### src/rtl/jtcps1_colmix_if.sv
// -----------------------------------------------------------------------------
// jtcps1_colmix_if
// Palette RAM read port used by the CPS1 colour mixer.
//   pal_addr : 12-bit palette read address (driven by the mixer)
//   pal_data : 16-bit palette word {bright, R, G, B}, valid one clk after
//              pal_addr changes (driven by the palette RAM)
// The mixer only reads. There are no write strobes or request lines on this
// port.
// -----------------------------------------------------------------------------
interface jtcps1_colmix_if;
    logic [11:0] pal_addr;
    logic [15:0] pal_data;

    // master: the colour mixer (issues addresses, consumes data)
    modport master (output pal_addr, input pal_data);
    // slave: the palette RAM (consumes addresses, returns data)
    modport slave  (input pal_addr, output pal_data);
endinterface

### src/rtl/jtcps1_colmix.sv
// -----------------------------------------------------------------------------
// jtcps1_colmix
// Final colour stage of the CPS1 video path. It turns a 12-bit palette index
// into 8-bit RGB through palette RAM and the 4-bit brightness field.
//
// Pipeline (each step advances only on pxl_cen_i):
//   stage 0 : pal_addr <= pxl, capture HB/VB
//   stage 1 : capture palette word and the stage-0 blank bits
//   stage 2 : brightness-scale RGB, register LHBL/LVBL
// A sample's colour and blanking leave together on the third pxl_cen edge,
// counting the edge that samples it.
//
// Parameters
//   BLANK_BLACK : 1 forces RGB to black while the aligned blank is active
//
// Ports
//   clk, rst        : system clock, synchronous active-high reset
//   pxl_cen_i       : pixel clock enable (one clk wide, >= 2 clks apart)
//   pxl_i[11:0]     : colour index {page 3b, colour 5b, pen 4b}
//   HB_i, VB_i      : horizontal / vertical blank, active-high
//   pal             : palette RAM read port (master side)
//   red_o/green_o/blue_o : final 8-bit colour
//   LHBL_o, LVBL_o  : delayed blanking, active-low, aligned with RGB
// -----------------------------------------------------------------------------
module jtcps1_colmix #(
    parameter bit BLANK_BLACK = 1'b1
) (
    input  logic                   clk,
    input  logic                   rst,
    input  logic                   pxl_cen_i,
    input  logic [11:0]            pxl_i,
    input  logic                   HB_i,
    input  logic                   VB_i,
    jtcps1_colmix_if.master        pal,
    output logic [7:0]             red_o,
    output logic [7:0]             green_o,
    output logic [7:0]             blue_o,
    output logic                   LHBL_o,
    output logic                   LVBL_o
);

    // Brightness scaling: floor({c,c} * (15 + 2*bright) / 45).
    // The largest product is 255*45 = 11475, so 14 bits hold it with no loss
    // before the constant divide.
    function automatic logic [7:0] scale_ch(input logic [3:0] c, input logic [3:0] bright);
        logic [5:0]  m;
        logic [13:0] prod;
        logic [13:0] quo;
        m    = 6'd15 + {1'b0, bright, 1'b0};
        prod = 14'({c, c}) * 14'(m);
        quo  = prod / 14'd45;
        return quo[7:0];
    endfunction

    // stage 0
    logic [11:0] addr_q, addr_d;
    logic        hb0_q, hb0_d, vb0_q, vb0_d;
    // stage 1
    logic [15:0] pal_q, pal_d;
    logic        hb1_q, hb1_d, vb1_q, vb1_d;
    // stage 2 (outputs)
    logic [7:0]  red_q, red_d, green_q, green_d, blue_q, blue_d;
    logic        lhbl_q, lhbl_d, lvbl_q, lvbl_d;

    logic        blank1;
    logic [7:0]  red_s, green_s, blue_s;

    assign blank1  = hb1_q | vb1_q;
    assign red_s   = scale_ch(pal_q[11:8], pal_q[15:12]);
    assign green_s = scale_ch(pal_q[7:4],  pal_q[15:12]);
    assign blue_s  = scale_ch(pal_q[3:0],  pal_q[15:12]);

    always_comb begin
        addr_d  = addr_q;
        hb0_d   = hb0_q;
        vb0_d   = vb0_q;
        pal_d   = pal_q;
        hb1_d   = hb1_q;
        vb1_d   = vb1_q;
        red_d   = red_q;
        green_d = green_q;
        blue_d  = blue_q;
        lhbl_d  = lhbl_q;
        lvbl_d  = lvbl_q;
        if (pxl_cen_i) begin
            addr_d = pxl_i;
            hb0_d  = HB_i;
            vb0_d  = VB_i;
            // Palette data is taken as returned. A palette copy in progress
            // simply shows up on screen, with no interlock.
            pal_d  = pal.pal_data;
            hb1_d  = hb0_q;
            vb1_d  = vb0_q;
            if (BLANK_BLACK && blank1) begin
                red_d   = 8'd0;
                green_d = 8'd0;
                blue_d  = 8'd0;
            end else begin
                red_d   = red_s;
                green_d = green_s;
                blue_d  = blue_s;
            end
            lhbl_d = ~hb1_q;
            lvbl_d = ~vb1_q;
        end
    end

    // Reset wins over a coincident pxl_cen. Blank bits reset to "blanking",
    // so the first samples after reset leave as black and blanked.
    always_ff @(posedge clk) begin
        if (rst) begin
            addr_q  <= 12'd0;
            hb0_q   <= 1'b1;
            vb0_q   <= 1'b1;
            pal_q   <= 16'd0;
            hb1_q   <= 1'b1;
            vb1_q   <= 1'b1;
            red_q   <= 8'd0;
            green_q <= 8'd0;
            blue_q  <= 8'd0;
            lhbl_q  <= 1'b0;
            lvbl_q  <= 1'b0;
        end else begin
            addr_q  <= addr_d;
            hb0_q   <= hb0_d;
            vb0_q   <= vb0_d;
            pal_q   <= pal_d;
            hb1_q   <= hb1_d;
            vb1_q   <= vb1_d;
            red_q   <= red_d;
            green_q <= green_d;
            blue_q  <= blue_d;
            lhbl_q  <= lhbl_d;
            lvbl_q  <= lvbl_d;
        end
    end

    assign pal.pal_addr = addr_q;
    assign red_o        = red_q;
    assign green_o      = green_q;
    assign blue_o       = blue_q;
    assign LHBL_o       = lhbl_q;
    assign LVBL_o       = lvbl_q;

endmodule

### src/flat_wrapper.sv
// flat-port wrapper written by rule: the top's interface ports become plain ports
module jtcps1_colmix_flat 
#(
    parameter bit BLANK_BLACK = 1'b1
)
  (clk, rst, pxl_cen_i, pxl_i, HB_i, VB_i, red_o, green_o, blue_o, LHBL_o, LVBL_o, pal_pal_addr, pal_pal_data);
  jtcps1_colmix_if pal_i ();
  input  logic clk;
  input  logic rst;
  input  logic pxl_cen_i;
  input  logic [11:0] pxl_i;
  input  logic HB_i;
  input  logic VB_i;
  output logic [7:0] red_o;
  output logic [7:0] green_o;
  output logic [7:0] blue_o;
  output logic LHBL_o;
  output logic LVBL_o;
  output wire logic [$bits(pal_i.pal_addr)-1:0] pal_pal_addr;
  input wire logic [$bits(pal_i.pal_data)-1:0] pal_pal_data;
  assign pal_pal_addr = pal_i.pal_addr;
  assign pal_i.pal_data = pal_pal_data;
  jtcps1_colmix #(.BLANK_BLACK(BLANK_BLACK)) u_core (.clk(clk), .rst(rst), .pxl_cen_i(pxl_cen_i), .pxl_i(pxl_i), .HB_i(HB_i), .VB_i(VB_i), .pal(pal_i), .red_o(red_o), .green_o(green_o), .blue_o(blue_o), .LHBL_o(LHBL_o), .LVBL_o(LVBL_o));
endmodule
### config.mk
export PLATFORM = sky130hd
export DESIGN_NAME = jtcps1_colmix_flat
export DESIGN_NICKNAME = d
export VERILOG_FILES = /design/src/rtl/jtcps1_colmix_if.sv /design/src/rtl/jtcps1_colmix.sv /design/src/flat_wrapper.sv
export SDC_FILE = /design/constraint.sdc
export NUM_CORES = 1
export LEC_CHECK = 0
export ABC_AREA = 1
export CAP_MARGIN = 20
export CORE_MARGIN = 2
export CORE_UTILIZATION = 55
export CTS_BUF_LIST = sky130_fd_sc_hd__clkbuf_8
export CTS_CLUSTER_DIAMETER = 30
export DETAILED_ROUTE_END_ITERATION = 8
export HOLD_SLACK_MARGIN = 0.03
export PLACE_DENSITY = 0.75
export RECOVER_POWER = 100
export SYNTH_ARGS = -nofsm -noshare
export SYNTH_HDL_FRONTEND = slang
export SYNTH_SLANG_ARGS = --single-unit
### constraint.sdc
create_clock -name clk -period 21.1 [get_ports clk]
set_input_delay 4.22 -clock clk [delete_from_list [all_inputs] [get_ports clk]]
set_output_delay 4.22 -clock clk [all_outputs]
set_load 0.02 [all_outputs]
==> results of run 1 <==
-- path summary, 6_finish.rpt --
kind                                       start               end  slack [ps]
worst max register to register  u_core.pal_q[12]  u_core.blue_o[0]       11060
worst max-delay path            u_core.pal_q[12]  u_core.blue_o[0]       11060
worst min-delay path                u_core.hb0_q      u_core.hb0_q         460
worst min register to register      u_core.hb0_q      u_core.hb0_q         460
-- through the flow --
stage	worst slack, ps	cells	hold WS (ps)
floorplan	13230	1671	429.2
global placement	12040	1985	441.5
detailed placement	11710	1985	443.3
CTS	11680	2001	465.2
global route	10030	2001	479.6
finish	11060	2001	459.3
-- sequential cells by signal, indices dropped and copies added (netlist names) --
name                 count
u_core.hb0_q             1
u_core.red_o             8
u_core.pal.pal_addr     12
u_core.blue_o            8
u_core.LVBL_o            1
u_core.green_o           8
u_core.pal_q            16
u_core.LHBL_o            1
u_core.vb1_q             1
u_core.vb0_q             1
u_core.hb1_q             1
-- cells in the mapped netlist (31+ instances only) --
cell / count / share of area [%]
a21oi_1: 71 / 3.3
dfxtp_1: 58 / 11
fa_1: 63 / 12
ha_1: 67 / 7.9
inv_1: 265 / 9.4
inv_2: 43 / 1.5
nand2_1: 460 / 16
nand2_2: 67 / 3.9
nand3_1: 162 / 7.6
nand4_1: 31 / 1.8
nor2_1: 111 / 3.9
o21ai_0: 38 / 1.8
xor2_1: 41 / 3.4
-- cell families after synthesis --
logic type,share of synthesized area [%]
AO/OA/AOI/OAI,8.180
XOR/XNOR,4.720
adder cells (fa/ha/maj),19.75
buffers and inverters,11.83
flip-flops,10.92
AND/OR/NAND/NOR,44.60
-- final cells by class --
| cell class | count | share of cell area, % |
|---|---|---|
| multi-input cells | 1280 | 69.07 |
| clock buffers | 9 | 1.056 |
| well taps | 260 | 2.772 |
| inverters | 314 | 10.04 |
| clock inverters | 7 | 1.066 |
| repair buffers | 73 | 6.099 |
| flip-flops and latches | 58 | 9.894 |
-- layer usage --
metal	routed length [um]	vias to the layer above	global-route usage, %
li1	-	5359	-
met5	0	-	0
met3	551	24	1.610
met1	11340	4551	31.63
met2	12180	135	44.85
met4	412	0	5.941
-- tightest hold or removal path, cell delays in order, from the launching register on --
cell,delay [ps]
dfxtp_1,330
nand2_1,50
nand3_1,50
==> flow_metrics.tcl, run 1 <==
set metrics [dict create \
    critPathTopFamily "simple AND/OR/NAND/NOR gates" \
    grt.total_usage_pct 24.59 \
    ff_latch_area_um2 1161 \
    nFillCells 1785 \
    fin_tns_setup_ps 0 \
    ctsResizeCount 0 \
    cp_num_cells 61 \
    clock-sinks 58 \
    drc_errors 0 \
    postSynthCellCount 1671 \
    rsz0062_at_grt "false" \
    synth_nets 1834 \
    grt_antenna_before_repair 0 \
    fp.dieH_um 143.0 \
    critPathSlowestCell "dfxtp_1" \
    setup_violations 0 \
    drt_iter0_drc 411 \
    layout_commonest_cell "nand2_1" \
    yosysUniqueCellTypes 44 \
    syn2layout_area_growth_pct 10.39 \
    grt_pass1_vias 9638 \
    cts_tree "done" \
    hold_class "flop to flop" \
    cts-root-buf "clkbuf_8" \
    design_area_um2 11740 \
    cts_buffers 9 \
    multi_input_area_um2 8105 \
    async_flop_share_pct 0 \
    antenna_cells 0 \
    ys_warn_count 0 \
    hold_violations 0 \
    synth_seq_cells 58 \
    clock_skew_ps 20.63 \
    viasPerCell 5.032 \
    start_util_pct 56.45 \
    synth_seq_area_share_pct 10.92 \
    tightest_slew_ps 3176 \
    dpl.hpwl_um 19920 \
    path_common_cell "nand2_1" \
    rows 50 \
    nets 1899 \
    status "finished with violations" \
    port_buffers 70 \
    worst_setup_path_start_kind "flop" \
    max_stage_delay_ps 660 \
    detail_route.wirelength_um 24480 \
    num_vias 10069 \
    layout_common_cells "nand2_1 (462), inv_1 (266), nand3_1 (168), nor2_1 (114), a21oi_1 (72)" \
    fmax_ghz 0.09961 \
    maxCapViolCount 2 \
    syn-cell-area_um2 10630 \
    cts_hold_buf 0 \
    rr_worst_depth 61 \
    synth_area_per_cell_um2 6.362 \
    slew_headroom_pct -111.7 \
    first_pass_iters 5 \
    min_path_cells 2 \
    path_clk_slew_ps 90 \
    cp_num_buf_inv 7 \
    ant_nets 0 \
    die_w_um 143.0 \
    grt_pass1_wl_um 42270 \
    clk_path_buf_depth 2 \
    coreArea_um2 18830 \
    maxSlewViolCount 100 \
    violations "max-capacitance violations, max-slew violations" \
    required_ps 21260 \
    synth_flop_cell "dfxtp_1" \
    path_max_fanout 14 \
    synth_edf_count 0 \
    cts_setup_buffers 0 \
    clk_latency_ps 370 \
    drive_gt1_share_pct 12.81 \
    min_period_ps 10040 \
    gp_congestion 0.8985 \
    grt_start_max_net_pins 73 \
    final_util_pct 62.32 \
    h-tree-depth 3 \
    finalCritPeriodShare_pct 47.58 \
    endpoint_kind "flop" \
    worstPathArrival_ps 10200 \
    io_pins 71 \
    criticalPathCategory "flop to flop" \
    gr-total-overflow 0 \
    post_dp_cell_area_um2 11600 \
    wl_per_cell_um 12.23 \
    die_area_um2 20460 \
]
Power of run 1 is not shown: default switching activity piles up to over one toggle a cycle in this logic, so the estimate is an artifact.
==> inputs of run 2 (changes only) <==
==> constraint.sdc (replaced) <==
create_clock -name clk -period 10.1 [get_ports clk]
set_input_delay 2.02 -clock clk [delete_from_list [all_inputs] [get_ports clk]]
set_output_delay 2.02 -clock clk [all_outputs]
set_load 0.02 [all_outputs]
==> run 2 against run 1 <==
Against the previous run: the flow still finishes with violations (max-capacitance violations, max-slew violations); clock-buffer cell count unchanged; maximum frequency increased by 9.4%; first-iteration DRC count increased by 13%; critical path depth unchanged; worst setup slack got worse by 10000 ps; wire length increased by 0.65%; critical path type unchanged; clock skew decreased by 1.1 ps; worst hold slack improved by 3.0 ps; register-to-register slack got worse by 10000 ps; non-clock buffer count unchanged; sequential share of layout area decreased by 0.077 points.
==> flow_metrics.tcl, run 2 (synthesis gave the netlist of run 1 again) <==
set metrics [dict create \
    wl_per_cell_um 12.31 \
    gp_congestion 0.8989 \
    rsz0062_at_grt "false" \
    fin_tns_setup_ps 0 \
    crit_path_start "u_core.pal_q[12]" \
    hold_violations 0 \
    clk_path_buf_depth 2 \
    nets 1899 \
    critPathTopFamily "simple AND/OR/NAND/NOR gates" \
    clk_latency_ps 360 \
    cts_buffers 9 \
    cp_num_buf_inv 5 \
    grt.total_usage_pct 24.71 \
    ant_nets 0 \
    drive_gt1_share_pct 13.73 \
    violations "max-capacitance violations, max-slew violations" \
    grt_pass1_vias 9700 \
    clock-sinks 58 \
    drt_iter0_drc 464 \
    grt_antenna_before_repair 0 \
    critPathSlowestCell "fa_1" \
    die_w_um 143.0 \
    die_area_um2 20460 \
    setup_violations 0 \
    path_common_cell "nand2_1" \
    largest_register_ffs 16 \
    hold_path.startpoint "u_core.vb0_q" \
    finalCritPeriodShare_pct 90.87 \
    detail_route.wirelength_um 24640 \
    layout_commonest_cell "nand2_1" \
    clock_skew_ps 19.55 \
    cts_tree "done" \
    required_ps 10340 \
    h-tree-depth 3 \
    drc_errors 0 \
    cts_hold_buf 0 \
    max_stage_delay_ps 560 \
    hold_class "flop to flop" \
    worstPathArrival_ps 9420 \
    syn2layout_area_growth_pct 11.38 \
    antenna_cells 0 \
    num_vias 10169 \
    io_pins 71 \
    worst_setup_path_start_kind "flop" \
    min_period_ps 9178 \
    tightest_slew_ps 3172 \
    maxCapViolCount 1 \
    start_util_pct 56.45 \
    crit-reg2reg-launch "u_core.pal_q[12]" \
    largestRegisters "u_core.pal_q: 16 flops, u_core.pal.pal_addr: 12 flops" \
    coreArea_um2 18830 \
    endpoint_kind "flop" \
    cts-root-buf "clkbuf_8" \
    port_buffers 70 \
    path_max_fanout 14 \
    grt_pass1_wl_um 42460 \
    dpl.hpwl_um 19890 \
    regMostFlops "u_core.pal_q" \
    fp.dieH_um 143.0 \
    fmax_ghz 0.1090 \
    path_clk_slew_ps 90 \
    viasPerCell 5.082 \
    status "finished with violations" \
    criticalPathCategory "flop to flop" \
    maxSlewViolCount 73 \
    first_pass_iters 9 \
    layout_common_cells "nand2_1 (460), inv_1 (266), nand3_1 (162), nor2_1 (111), a21oi_1 (72)" \
    slew_headroom_pct -111.5 \
    gr-total-overflow 0 \
    rows 50 \
    grt_start_max_net_pins 73 \
]
[run 2: changes by cell type in the layout (fill, tap and decap cells not counted), sizes merged]
cell / previous run / this run
inv: 309 / 310
clkbuf: 11 / 10
clkinv: 9 / 8
buf: 1 / 2
[run 2: layout make-up]
cell class / instances / area [um^2]
clock buffer: 9 / 123.9
inverter: 314 / 1179
fill: 1770 / 6990
timing repair buffer: 73 / 719.4
tap: 260 / 325.3
sequential: 58 / 1162
clock inverter: 7 / 125.1
multi-input combinational: 1280 / 8205
[run 2: final timing paths]
| check | end | slack, ps | cells past startpoint |
|---|---|---|---|
| setup / recovery | u_core.green_o[0] | 920 | 61 |
| hold / removal | u_core.vb0_q | 460 | 2 |
| setup reg to reg | u_core.green_o[0] | 920 | 61 |
| hold reg to reg | u_core.vb0_q | 460 | 2 |
[run 2: per-stage QoR]
step	util, %	setup slack (ps)	cell area, um^2	hold slack, ps	cells
global route	62.88	48.32	11840	479.8	2001
global placement	61.63	1038	11600	441.5	1985
finish	62.88	922.1	11840	462.3	2001
floorplan	-	2230	10630	429.2	1671
detailed placement	61.63	712.4	11600	443.8	1985
CTS	62.95	669.8	11850	460.9	2001
[run 2: repair_timing]
item                       in CTS  in global routing
gates resized for setup         0                  2
setup endpoints to repair       0                  4
setup buffers                   0                  0
[run 2: worst register-to-register path: cells and delay by family (launching register included)]
family                   cells  cell delay (ps)
AO/OA/AOI/OAI                4              620
adder cells (fa/ha/maj)      4             1980
XOR/XNOR                     2              610
AND/OR/NAND/NOR             46             4800
flip-flops                   1              410
buffers and inverters        5              580
[run 2: layer usage]
layer	routed length (um)	vias to the layer above	track usage (%)	share of wire, %
li1	-	5362	-	-
met1	11200	4615	31.33	45
met2	12230	156	44.62	50
met3	632	36	2.046	2.6
met4	567	0	7.348	2.3
met5	0	-	0	0
Power of run 2 is left out for the same reason.
==> inputs of run 3 (changes only) <==
--- a/config.mk
+++ b/config.mk
@@ -13,8 +13,9 @@
 export CTS_CLUSTER_DIAMETER = 30
 export DETAILED_ROUTE_END_ITERATION = 8
 export HOLD_SLACK_MARGIN = 0.03
-export PLACE_DENSITY = 0.75
+export PLACE_DENSITY_LB_ADDON = 0.25
 export RECOVER_POWER = 100
+export SLEW_MARGIN = 40
 export SYNTH_ARGS = -nofsm -noshare
 export SYNTH_HDL_FRONTEND = slang
 export SYNTH_SLANG_ARGS = --single-unit
==> run 3 against run 2 <==
Against the previous run: the run still ends with max-capacitance violations, max-slew violations left; design area shrank 0.21%; via count shrank 0.31%; maximum frequency grew 0.79%; final cell count is the same; core utilization shrank 0.13 points; sequential cell count is the same; wire length shrank 3.0%; die area is the same; clock skew shrank 2.8 ps; sequential share of layout area is essentially flat.
==> flow_metrics.tcl, run 3 (synthesis gave the netlist of run 1 again) <==
set metrics [dict create \
    status "finished with violations" \
    violations "max-capacitance violations, max-slew violations" \
    antenna_cells 0 \
    fin_ws_ps 993.6 \
    drc_errors 0 \
    die_w_um 143.0 \
    drt_iter0_drc 354 \
    clock-sinks 58 \
    path_common_cell "nand2_1" \
    rsz0062_at_grt "false" \
    coreArea_um2 18830 \
    hold_class "flop to flop" \
    reg2reg_slack_ps 990 \
    drive_gt1_share_pct 13.67 \
    hold_violations 0 \
    fp.dieH_um 143.0 \
    layout_common_cells "nand2_1 (460), inv_1 (267), nand3_1 (163), nor2_1 (111), a21oi_1 (71)" \
    criticalPathCategory "flop to flop" \
    rr_endpoint "u_core.red_o[0]" \
    cts_buffers 9 \
    worstPathArrival_ps 9400 \
    required_ps 10400 \
    dpl.hpwl_um 19590 \
    viasPerCell 5.066 \
    largestRegisters "u_core.pal_q: 16 flops, u_core.pal.pal_addr: 12 flops" \
    start_util_pct 56.45 \
    grt_pass1_vias 9540 \
    port_buffers 70 \
    fmax_ghz 0.1098 \
    h-tree-depth 3 \
    hold_path_end "u_core.vb0_q" \
    clk_path_buf_depth 2 \
    final_util_pct 62.74 \
    rows 50 \
    max_stage_delay_ps 560 \
    grt_pass1_wl_um 41330 \
    worst_setup_path_start_kind "flop" \
    layout_commonest_cell "nand2_1" \
    largest_register_ffs 16 \
    tightest_slew_ps 3153 \
    first_pass_iters 5 \
    cts_tree "done" \
    hold_path.startpoint "u_core.vb0_q" \
    syn2layout_area_growth_pct 11.15 \
    dpl.cell_count 1985 \
    grt_antenna_before_repair 0 \
    path_max_fanout 14 \
    fin_cells 2001 \
    min_period_ps 9106 \
    maxCapViolCount 1 \
    clock_skew_ps 16.75 \
    wl_per_cell_um 11.95 \
    finalCritPeriodShare_pct 90.16 \
    regMostFlops "u_core.pal_q" \
    io_pins 71 \
    post-place-ws_ps 920.3 \
    rr_worst_depth 63 \
    grt.total_usage_pct 23.89 \
    clk_latency_ps 370 \
    slew_headroom_pct -110.2 \
    fin_tns_setup_ps 0 \
    critPathSlowestCell "fa_1" \
    num_vias 10137 \
    nets 1899 \
    die_area_um2 20460 \
    setup_violations 0 \
    cts-root-buf "clkbuf_8" \
    ant_nets 0 \
    nFillCells 1789 \
    min_path_cells 2 \
    gr-total-overflow 0 \
    path_clk_slew_ps 80 \
    endpoint_kind "flop" \
    grt_start_max_net_pins 73 \
    crit-reg2reg-launch "u_core.pal_q[12]" \
    maxSlewViolCount 73 \
    gp_congestion 0.8848 \
    detail_route.wirelength_um 23900 \
]
run 3: cell types whose count changed in the layout (fill, tap and decap cells not counted), sizes merged:
cell      delta
clkinv       -1
clkinvlp     +2
bufinv       -1
run 3: timing repair:
| item | CTS | global route |
|---|---|---|
| hold buffers | 0 | 0 |
| setup buffers | 0 | 0 |
| gates resized for setup | 0 | 2 |
| setup endpoints to repair | 0 | 3 |
run 3: per-layer routing:
metal | vias up | GRT usage (%) | share of wire (%)
met4 | 0 | 7.295 | 1.8
li1 | 5366 | - | -
met1 | 4608 | 30.58 | 47
met2 | 134 | 43.14 | 49
met3 | 29 | 1.375 | 2.2
met5 | - | 0 | 0
run 3: worst max-delay path by stage:
stage	startpoint	to	slack, ps	depth (start not counted)
floorplan	u_core.pal_q[12]	u_core.red_o[0]	2230	64
global placement	u_core.pal_q[12]	u_core.green_o[0]	1080	62
detailed placement	u_core.pal_q[12]	u_core.green_o[0]	920	62
CTS	u_core.pal_q[12]	u_core.green_o[0]	850	62
global route	u_core.pal_q[12]	u_core.blue_o[0]	70	61
finish	u_core.pal_q[12]	u_core.red_o[0]	990	63
run 3: final cells by class:
| cell class | count | area (um^2) | area share, % |
|---|---|---|---|
| multi-input cells | 1280 | 8204 | 69.44 |
| inverters | 314 | 1179 | 9.976 |
| flip-flops and latches | 58 | 1162 | 9.838 |
| repair buffers | 73 | 719.4 | 6.089 |
| well taps | 260 | 325.3 | 2.753 |
| clock buffers | 9 | 123.9 | 1.048 |
| clock inverters | 7 | 101.3 | 0.8578 |
run 3: through the flow:
stage | hold WS, ps | cell area, um^2
floorplan | 429.2 | 10630
finish | 459.5 | 11820
CTS | 461.6 | 11830
global placement | 445.7 | 11600
detailed placement | 448.9 | 11600
global route | 478.5 | 11820
run 3: worst max-delay path, delay by kind of cell, from the launching register on:
kind / cells / cell delay, ps
flip-flops: 1 / 410
adder cells (fa/ha/maj): 4 / 1920
AND/OR/NAND/NOR: 42 / 4200
buffers and inverters: 10 / 920
AO/OA/AOI/OAI: 4 / 620
XOR/XNOR: 3 / 980
Power of run 3 is left out for the same reason.
